**config.mk**
```make
export PLATFORM = sky130hd
export DESIGN_NAME = cfg_wb_sequencer
export DESIGN_NICKNAME = d
export VERILOG_FILES = /design/src/rtl/cfg_wb_sequencer.sv
export SDC_FILE = /design/constraint.sdc
export NUM_CORES = 1
export LEC_CHECK = 0
export BUFFER_PORTS_ARGS = -buffer_cell sky130_fd_sc_hd__buf_2
export CAP_MARGIN = 40
export CORE_MARGIN = 2
export CORE_UTILIZATION = 50
export CTS_BUF_LIST = sky130_fd_sc_hd__clkbuf_4 sky130_fd_sc_hd__clkbuf_8
export DETAILED_ROUTE_END_ITERATION = 8
export PLACE_DENSITY = 0.79
export SETUP_SLACK_MARGIN = 0.02
export SLEW_MARGIN = 0
export SYNTH_ARGS = -nofsm -noshare
export SYNTH_HDL_FRONTEND = slang
export SYNTH_SLANG_ARGS = --single-unit
```
**constraint.sdc**
```tcl
create_clock -name wb_clk_i -period 4.62 [get_ports wb_clk_i]
set_input_delay 1.155 -clock wb_clk_i [delete_from_list [all_inputs] [get_ports wb_clk_i]]
set_output_delay 1.155 -clock wb_clk_i [all_outputs]
set_load 0.01 [all_outputs]
```
**src/rtl/cfg_wb_sequencer.sv**
```systemverilog
// Autonomous Wishbone master that streams the fabric bitstream into the config regions.
// Issues count-register arm writes, per-byte data writes, then remainder or flush writes.
module cfg_wb_sequencer #(
    parameter int unsigned NUM_CONFIG_REGIONS = 2,
    parameter int unsigned NUM_COLS           = 7,
    parameter int unsigned COL_BITS           = 1003,
    parameter logic [31:0] BASE_ADDR          = 32'h3000_0000,
    parameter int unsigned GAP_CYCLES         = 5,
    parameter int unsigned ACK_TIMEOUT        = 255
) (
    input  logic        wb_clk_i,
    input  logic        wb_rst_i,
    input  logic        start,
    output logic        busy,
    output logic        done,
    output logic        error,
    input  logic [31:0] s_data,
    input  logic        s_valid,
    output logic        s_ready,
    output logic        wbm_cyc_o,
    output logic        wbm_stb_o,
    output logic        wbm_we_o,
    output logic [3:0]  wbm_sel_o,
    output logic [31:0] wbm_adr_o,
    output logic [31:0] wbm_dat_o,
    input  logic        wbm_ack_i
);

    localparam int unsigned NUM_BYTES = COL_BITS / 8;
    localparam int unsigned REM_BITS  = COL_BITS % 8;
    localparam int unsigned BW        = $clog2(NUM_BYTES + 1);
    localparam int unsigned RW        = $clog2(NUM_CONFIG_REGIONS + 1);
    localparam int unsigned TW        = $clog2(ACK_TIMEOUT + 1);
    localparam int unsigned GAP_LOAD  = (GAP_CYCLES > 0) ? GAP_CYCLES - 1 : 0;
    localparam int unsigned GW        = (GAP_LOAD > 0) ? $clog2(GAP_LOAD + 1) : 1;
    localparam logic [7:0]  REM_CNT_BYTE  = 8'(REM_BITS);
    localparam logic [7:0]  REM_DATA_MASK = 8'((1 << REM_BITS) - 1);

    typedef enum logic [2:0] {
        S_IDLE, S_GAP, S_FETCH, S_WRITE, S_DONE, S_ERR
    } state_t;

    typedef enum logic [2:0] {
        PH_ARM, PH_DATA, PH_REMCNT, PH_REMDATA, PH_ZCNT, PH_FLUSH, PH_END
    } phase_t;

    state_t        state_q, state_d;
    phase_t        phase_q, phase_d;
    logic [RW-1:0] region_q, region_d;
    logic [BW-1:0] byte_q, byte_d;
    logic [GW-1:0] gap_q, gap_d;
    logic [TW-1:0] ack_cnt_q, ack_cnt_d;
    logic          cyc_q, cyc_d;
    logic [31:0]   adr_q, adr_d;
    logic [31:0]   dat_q, dat_d;
    logic          busy_q, busy_d;
    logic          done_q, done_d;
    logic          error_q, error_d;
    logic          s_ready_q, s_ready_d;

    logic [31:0]   lane_mask_c;
    logic [31:0]   cnt_adr_c;
    logic [31:0]   data_adr_c;
    logic [31:0]   wr_adr_c;
    logic [31:0]   wr_dat_c;
    logic          last_region_c;
    logic          last_byte_c;

    // Lanes beyond the last fabric column never carry data.
    always_comb begin
        lane_mask_c = '0;
        for (int j = 0; j < 4; j++) begin
            if ((32'(region_q) * 32'd4 + 32'(j)) < 32'(NUM_COLS)) begin
                lane_mask_c[j*8 +: 8] = 8'hFF;
            end
        end
    end

    // Address and payload of the write belonging to the current phase/region.
    always_comb begin
        cnt_adr_c  = BASE_ADDR + 32'd4 + (32'(region_q) << 4);
        data_adr_c = BASE_ADDR + 32'd8 + (32'(region_q) << 4);
        wr_adr_c   = data_adr_c;
        wr_dat_c   = '0;
        case (phase_q)
            PH_ARM: begin
                wr_adr_c = cnt_adr_c;
                wr_dat_c = 32'hFFFF_FFFF;
            end
            PH_DATA:    wr_dat_c = s_data & lane_mask_c;
            PH_REMCNT: begin
                wr_adr_c = cnt_adr_c;
                wr_dat_c = {4{REM_CNT_BYTE}} & lane_mask_c;
            end
            PH_REMDATA: wr_dat_c = s_data & lane_mask_c & {4{REM_DATA_MASK}};
            PH_ZCNT:    wr_adr_c = cnt_adr_c;
            default:    wr_dat_c = '0;
        endcase
    end

    assign last_region_c = (region_q == RW'(NUM_CONFIG_REGIONS - 1));
    assign last_byte_c   = (byte_q == BW'(NUM_BYTES - 1));

    // Next-state and registered-output logic.
    always_comb begin
        state_d   = state_q;
        phase_d   = phase_q;
        region_d  = region_q;
        byte_d    = byte_q;
        gap_d     = gap_q;
        ack_cnt_d = ack_cnt_q;
        cyc_d     = cyc_q;
        adr_d     = adr_q;
        dat_d     = dat_q;

        case (state_q)
            S_IDLE, S_DONE, S_ERR: begin
                if (start) begin
                    state_d  = S_GAP;
                    phase_d  = PH_ARM;
                    region_d = '0;
                    byte_d   = '0;
                    gap_d    = '0;
                end
            end
            S_GAP: begin
                if (gap_q == '0) begin
                    case (phase_q)
                        PH_DATA, PH_REMDATA: state_d = S_FETCH;
                        PH_END:              state_d = S_DONE;
                        default: begin
                            state_d   = S_WRITE;
                            cyc_d     = 1'b1;
                            adr_d     = wr_adr_c;
                            dat_d     = wr_dat_c;
                            ack_cnt_d = '0;
                        end
                    endcase
                end else begin
                    gap_d = gap_q - GW'(1);
                end
            end
            S_FETCH: begin
                if (s_valid) begin
                    state_d   = S_WRITE;
                    cyc_d     = 1'b1;
                    adr_d     = wr_adr_c;
                    dat_d     = wr_dat_c;
                    ack_cnt_d = '0;
                end
            end
            S_WRITE: begin
                if (wbm_ack_i) begin
                    cyc_d   = 1'b0;
                    state_d = S_GAP;
                    gap_d   = (phase_q == PH_ARM) ? '0 : GW'(GAP_LOAD);
                    // Advance the region/byte position; counters wrap on transitions.
                    case (phase_q)
                        PH_ARM: begin
                            region_d = last_region_c ? '0 : region_q + RW'(1);
                            if (last_region_c) begin
                                phase_d = PH_DATA;
                                byte_d  = '0;
                            end
                        end
                        PH_DATA: begin
                            if (last_byte_c) begin
                                byte_d   = '0;
                                region_d = last_region_c ? '0 : region_q + RW'(1);
                                if (last_region_c) begin
                                    phase_d = (REM_BITS > 0) ? PH_REMCNT : PH_ZCNT;
                                end
                            end else begin
                                byte_d = byte_q + BW'(1);
                            end
                        end
                        PH_REMCNT: begin
                            region_d = last_region_c ? '0 : region_q + RW'(1);
                            if (last_region_c) phase_d = PH_REMDATA;
                        end
                        PH_ZCNT: begin
                            region_d = last_region_c ? '0 : region_q + RW'(1);
                            if (last_region_c) phase_d = PH_FLUSH;
                        end
                        default: begin
                            region_d = last_region_c ? '0 : region_q + RW'(1);
                            if (last_region_c) phase_d = PH_END;
                        end
                    endcase
                end else if (ack_cnt_q == TW'(ACK_TIMEOUT - 1)) begin
                    cyc_d   = 1'b0;
                    state_d = S_ERR;
                end else begin
                    ack_cnt_d = ack_cnt_q + TW'(1);
                end
            end
            default: state_d = S_IDLE;
        endcase

        busy_d    = !((state_d == S_IDLE) || (state_d == S_DONE) || (state_d == S_ERR));
        done_d    = (state_d == S_DONE);
        error_d   = (state_d == S_ERR);
        s_ready_d = (state_d == S_FETCH);
    end

    always_ff @(posedge wb_clk_i) begin
        if (!wb_rst_i) begin
            state_q   <= S_IDLE;
            phase_q   <= PH_ARM;
            region_q  <= '0;
            byte_q    <= '0;
            gap_q     <= '0;
            ack_cnt_q <= '0;
            cyc_q     <= 1'b0;
            adr_q     <= '0;
            dat_q     <= '0;
            busy_q    <= 1'b0;
            done_q    <= 1'b0;
            error_q   <= 1'b0;
            s_ready_q <= 1'b0;
        end else begin
            state_q   <= state_d;
            phase_q   <= phase_d;
            region_q  <= region_d;
            byte_q    <= byte_d;
            gap_q     <= gap_d;
            ack_cnt_q <= ack_cnt_d;
            cyc_q     <= cyc_d;
            adr_q     <= adr_d;
            dat_q     <= dat_d;
            busy_q    <= busy_d;
            done_q    <= done_d;
            error_q   <= error_d;
            s_ready_q <= s_ready_d;
        end
    end

    assign busy      = busy_q;
    assign done      = done_q;
    assign error     = error_q;
    assign s_ready   = s_ready_q;
    assign wbm_cyc_o = cyc_q;
    assign wbm_stb_o = cyc_q;
    assign wbm_we_o  = cyc_q;
    assign wbm_sel_o = 4'hF;
    assign wbm_adr_o = adr_q;
    assign wbm_dat_o = dat_q;

endmodule
```
# After elaboration in Yosys (flattened, before gate mapping)
# Cells that the tools add are included.
# W data, S select, Z words.
[classes]
n_lt_le_gt_ge = 4
add_sub_neg = 9
muxes = 59
bitwise = 1
eq_ne = 29
reduce_logical = 22
[ops]
columns = ["operator", "n"]
rows = [
  ["$mux W32", 6],
  ["$pmux W32 S2", 2],
  ["$pmux W32 S4", 1],
  ["$mux W8", 9],
  ["$add A30 B6 Y31 const A", 2],
  ["$mux W3", 16],
  ["$and A32 B32 Y32", 1],
  ["$mux W31", 1],
  ["$mux W7", 4],
  ["$pmux W7 S2", 2],
  ["$pmux W3 S4", 2],
  ["$pmux W8 S3", 1],
  ["$eq A3 B3 Y1 const B", 6],
  ["$ne A2 B2 Y1 const B", 9],
  ["$eq A3 B2 Y1 const B", 5],
  ["$lt A5 B3 Y1 const B", 3],
  ["$reduce_and A5 Y1", 3],
  ["$logic_not A3 Y1", 4],
  ["$pmux W3 S2", 2],
  ["$reduce_and A4 Y1", 3],
  ["$add A4 B2 Y5 const B", 2],
  ["$mux W2", 5],
  ["$ne A3 B3 Y1 const B", 3],
  ["$pmux W3 S3", 1],
  ["other kinds (21)", 31],
]
[word_totals]
inputBits = 37
regBits = 95
out_inout_bits = 75
word_cells = 137

# Logic depth before layout (Yosys ltp)
[logic_depth]
depth_word = 9
mapped_depth = 8

# Worst setup path after synthesis
# No wires, ideal clock.
[synth_path]
path_kind = "input to register"
from = "input s_valid"
to = "register ack_cnt_q[3]"
stages = 6
path_slack_ps = 2161
arrival_time_ps = 2389
path_buffers = 1
required_time_ps = 4550
cell_sequence = "a21o_1 -> o21ai_0 -> or3_1 -> buf_2 -> or4_1 -> a21oi_1"
[synth_between]
elab_chain_len = 2
[synth_lines]
columns = ["element", "line", "text"]
rows = [
  ["start, declared", "18", "input logic s_valid,"],
  ["$ne A2 B2 Y1 (no source line)", "--", ""],
  ["$reduce_and A6 Y1 (no source line)", "--", ""],
  ["end signal, assigned", "227", "ack_cnt_q <= ack_cnt_d;"],
  ["end, declared", "52", "logic [TW-1:0] ack_cnt_q, ack_cnt_d;"],
]
# No other way between the ends.
# A chain may end at the register's enable or synchronous reset.

# Worst setup path after layout
[layout_path]
from = "register phase_q[0]"
to = "register dat_q[12], in the netlist wbm_dat_o[12]"
[layout_between]
elab_chain_len = 5
word_cells_on_any_way = 13
classes_between = "5 x eq/ne; 5 x mux; 3 x reduce/logical"
[layout_lines]
columns = ["element", "line", "text"]
rows = [
  ["start, declared", "48", "phase_t phase_q, phase_d;"],
  ["start signal, assigned", "223", "phase_q <= phase_d;"],
  ["$eq A3 B2 Y1, or another cell as far along", "85, 128", ""],
  ["$pmux W32 S4", "85", "case (phase_q)"],
  ["$mux W32", "128", "case (phase_q)"],
  ["$mux W32", "127", "if (gap_q == '0) begin"],
  ["$pmux W32 S2", "116", "case (state_q)"],
  ["end signal, assigned", "230", "dat_q <= dat_d;"],
  ["end, declared", "55", "logic [31:0] dat_q, dat_d;"],
]
# Parallel ways exist; a longest one is shown, timed or not. The select of a mux whose other input is x is not followed.

==> out/metrics.cfg <==
[die]
fp.coreArea_sq_mm=0.00642
rows=29
initial_core_util_pct=52.5
die_h_microns=86.1
die-area_sq_mm=0.00741
ioPinCount=112
dieWidth_microns=86.1

[critical_path]
cpPeakStageDelay_ns=0.84
cp_slowest_cell=dfxtp_1
r2r_start=phase_q[0]$_SDFFE_PN0P_
worstReg2RegEnd=wbm_dat_o[12]$_SDFFE_PN0P_
rrSetupSlack_ns=1.95
cpMostUsedCell=nor2b_1
arrival_ns=2.94
cp_data_required_time_ns=4.88
critical_path_peak_fanout=25
reg2reg_depth=5
path_cells=nor2b_1, nor2b_1, and2_1, a21oi_1, a211oi_1
cp-end-kind=flip-flop
worstSetupStartpointType=flip-flop
critical_path_class=reg2reg

[timing]
max_freq_mhz=374
whs_ns=0.451
setup_viol=0
worst_slew_pin_slew_ns=1.01
worst_clock_skew_ns=0.0109
timing.final.crit_share_pct=57.9
hold_violations=0
slew_violations=0
rsz0062_at_grt=false
fin_crit_ns=2.67
slew_headroom_pct=32.9
setup_tns_ns=0

[synthesis]
ys_warn_count=0
yosys.area.top_type_share_pct=40.4
synthArstFlopShare_pct=0
synth_edf_count=0
syn-cell-area_sq_mm=0.00337
ys_seq_area_share_pct=40.4
synth_area_leader_cell=dfxtp_1
synthTopCellsByArea=dfxtp_1 40%, a21oi_1 8.0%, buf_4 7.3%
synth_seq_cells=68
avgSynthCellArea_sq_um=7.88
synth.distinct_cells=45
ys.flop_type=dfxtp_1
postSynthCellCount=428

[power_and_ir_drop]
irDropWorstVdd_mv=0.353
switchingPower_w=0.000879
p_leak_nw=1.74
sw_frac_of_total_pct=38.0
powerDensity_mw_per_mm2=594
comb_power_share_pct=38.7
clkPwrFrac_pct=24.5
seqPwrFrac_pct=36.9
internal-power_w=0.00143
power.total_w=0.00231

[run]
max_cap_viol_count=0

[layout]
drive_gt1_share_pct=21.5
stdcell_area_sq_mm=0.00390
diodes=0
syn_to_final_growth_pct=15.6
finalNonFillerCells=575
nets=536

[min_path]
min_path_type=reg2reg
min-delay-start=wbm_dat_o[2]$_SDFFE_PN0P_
min_delay_path_depth=2
hold_end=wbm_dat_o[2]$_SDFFE_PN0P_

[clock_network]
cts_tree=yes
htree_levels=3
cts_num_sinks=68
post_cts_buffers=0
hold_buffers=0
clkTransAtPathRegs_ns=0.07
clock_latency_ns=0.35
cts_resized=0
clockBufferDepth=2
numCtsBuffers=9
root_buffer=clkbuf_8

[global_route]
grt_usage_pct=21.5
grt_pass1_vias=2813
antenna_found_initial=0
grt_max_degree=43
overflow=0
grt_pass1_wl_mm=12.8

[placement]
gp_congestion=0.819
post_dp_cell_area_sq_mm=0.00366
place_inst=559
hpwl_mm=5.38
port_buffers=81

[drt]
routedWlPerCell_microns=13.6
via_count=3143
vias_per_cell=5.47
drtPass1Iterations=4
initialDrtViolationCount=279
wl_mm=7.84
drc=0
ant_nets=0

[outcome]
outcome=completed

==> power by group through the flow <==
stage                     registers, W  logic, W  clock network [W]
after CTS                     0.000852  0.000895           0.000573
after global placement        0.000858  0.000873                  0
after detailed placement      0.000861  0.000892                  0
after floorplan               0.000911  0.000595                  0
after global routing          0.000877   0.00100           0.000604
final                         0.000853  0.000894           0.000566
==> worst max-delay path, delay by kind of cell (launching register included) <==
family | cells | cell delay, ns
simple gates | 3 | 1.36
compound gates | 2 | 0.37
flops | 1 | 0.84
==> cells by family (layout without fill, tap and decap cells) <==
logic type,after synthesis,in the layout,synth area share [%]
compound gates,114,114,20.4
xor+xnor,5,5,1.30
fa+ha+maj,6,6,2.23
buf+inv,77,119,12.4
flops,68,68,40.4
mux,3,3,0.965
other cells,2,30,0.223
simple gates,153,153,22.0
==> cell usage in the layout (no fill, tap or decap), types with 2 or more instances in the layout <==
cell type	n
conb_1	30
a21oi_1	54
nand4_1	4
a211oi_1	16
bufinv_16	2
clkbuf_8	11
a31oi_1	4
mux2_2	2
nand2_1	48
o21ai_0	17
clkinvlp_4	2
inv_1	17
or2_2	2
and2_1	4
and3_1	2
nor2_1	37
buf_2	81
xnor2_1	5
o21a_1	4
nand3b_1	3
nor3_1	3
a21o_1	2
nand3_1	17
buf_4	4
nand2b_1	5
o31ai_1	6
nor2b_1	7
or4_1	7
or3_1	9
ha_1	6
and3b_1	2
dfxtp_1	68
==> layer usage <==
metal	wire (microns)	GRT usage [%]
met5	0	0
met4	122	8.23
met3	553	6.93
met2	3700	34.5
met1	3460	26.8
==> state kept, by name, indices dropped and copies added (netlist names) <==
register / flops
phase_q: 3
wbm_adr_o: 5
byte_q: 7
gap_q: 3
busy: 1
wbm_cyc_o: 1
ack_cnt_q: 8
error: 1
wbm_dat_o: 32
state_q: 3
done: 1
region_q: 2
s_ready: 1
==> how the worst max path moves through the flow <==
stage | from | cells past startpoint | to | slack, ns
6_report | phase_q[0]$_SDFFE_PN0P_ | 5 | wbm_dat_o[12]$_SDFFE_PN0P_ | 1.95
5_1_grt | phase_q[0]$_SDFFE_PN0P_ | 5 | wbm_dat_o[15]$_SDFFE_PN0P_ | 1.74
4_1_cts | phase_q[0]$_SDFFE_PN0P_ | 5 | wbm_dat_o[12]$_SDFFE_PN0P_ | 1.99
3_5_place_dp | start | 6 | byte_q[0]$_SDFFE_PN0P_ | 1.74
3_3_place_gp | start | 6 | byte_q[6]$_SDFFE_PN0P_ | 1.79
2_1_floorplan | s_valid | 6 | ack_cnt_q[3]$_SDFFE_PN0P_ | 2.16
==> layout make-up <==
class	count	area, sq um
Fill cell	569	2530
Clock inverter	5	83.8
Multi-Input combinational cell	311	1700
Inverter	18	67.6
Timing Repair Buffer	85	435
Clock buffer	11	151
Sequential cell	68	1360
Tap cell	77	96.3
==> per-stage QoR <==
| step | utilization (%) | setup WS [ns] |
|---|---|---|
| final | 60.7 | 1.95 |
| after global routing | 60.7 | 1.74 |
| after CTS | 60.7 | 1.99 |
| after detailed placement | 57.0 | 1.74 |
| after global placement | 57.0 | 1.79 |
| after floorplan | - | 2.16 |
==> synth_stat cells (all sizes together) (3+ instances only) <==
cell and number:
nand2b 5, inv 18, nor2 37, or3 9, and2 4, nand3b 3, xnor2 5, o21a 4
nand2 48, o21ai 18, or4 7, ha 6, nor3 3, o31ai 6, dfxtp 68, a31oi 4
a211oi 16, nand4 4, buf 38, a21oi 54, nor2b 7, nand3 17, clkbuf 21
Note: power is estimated with default switching activity, not from simulation.
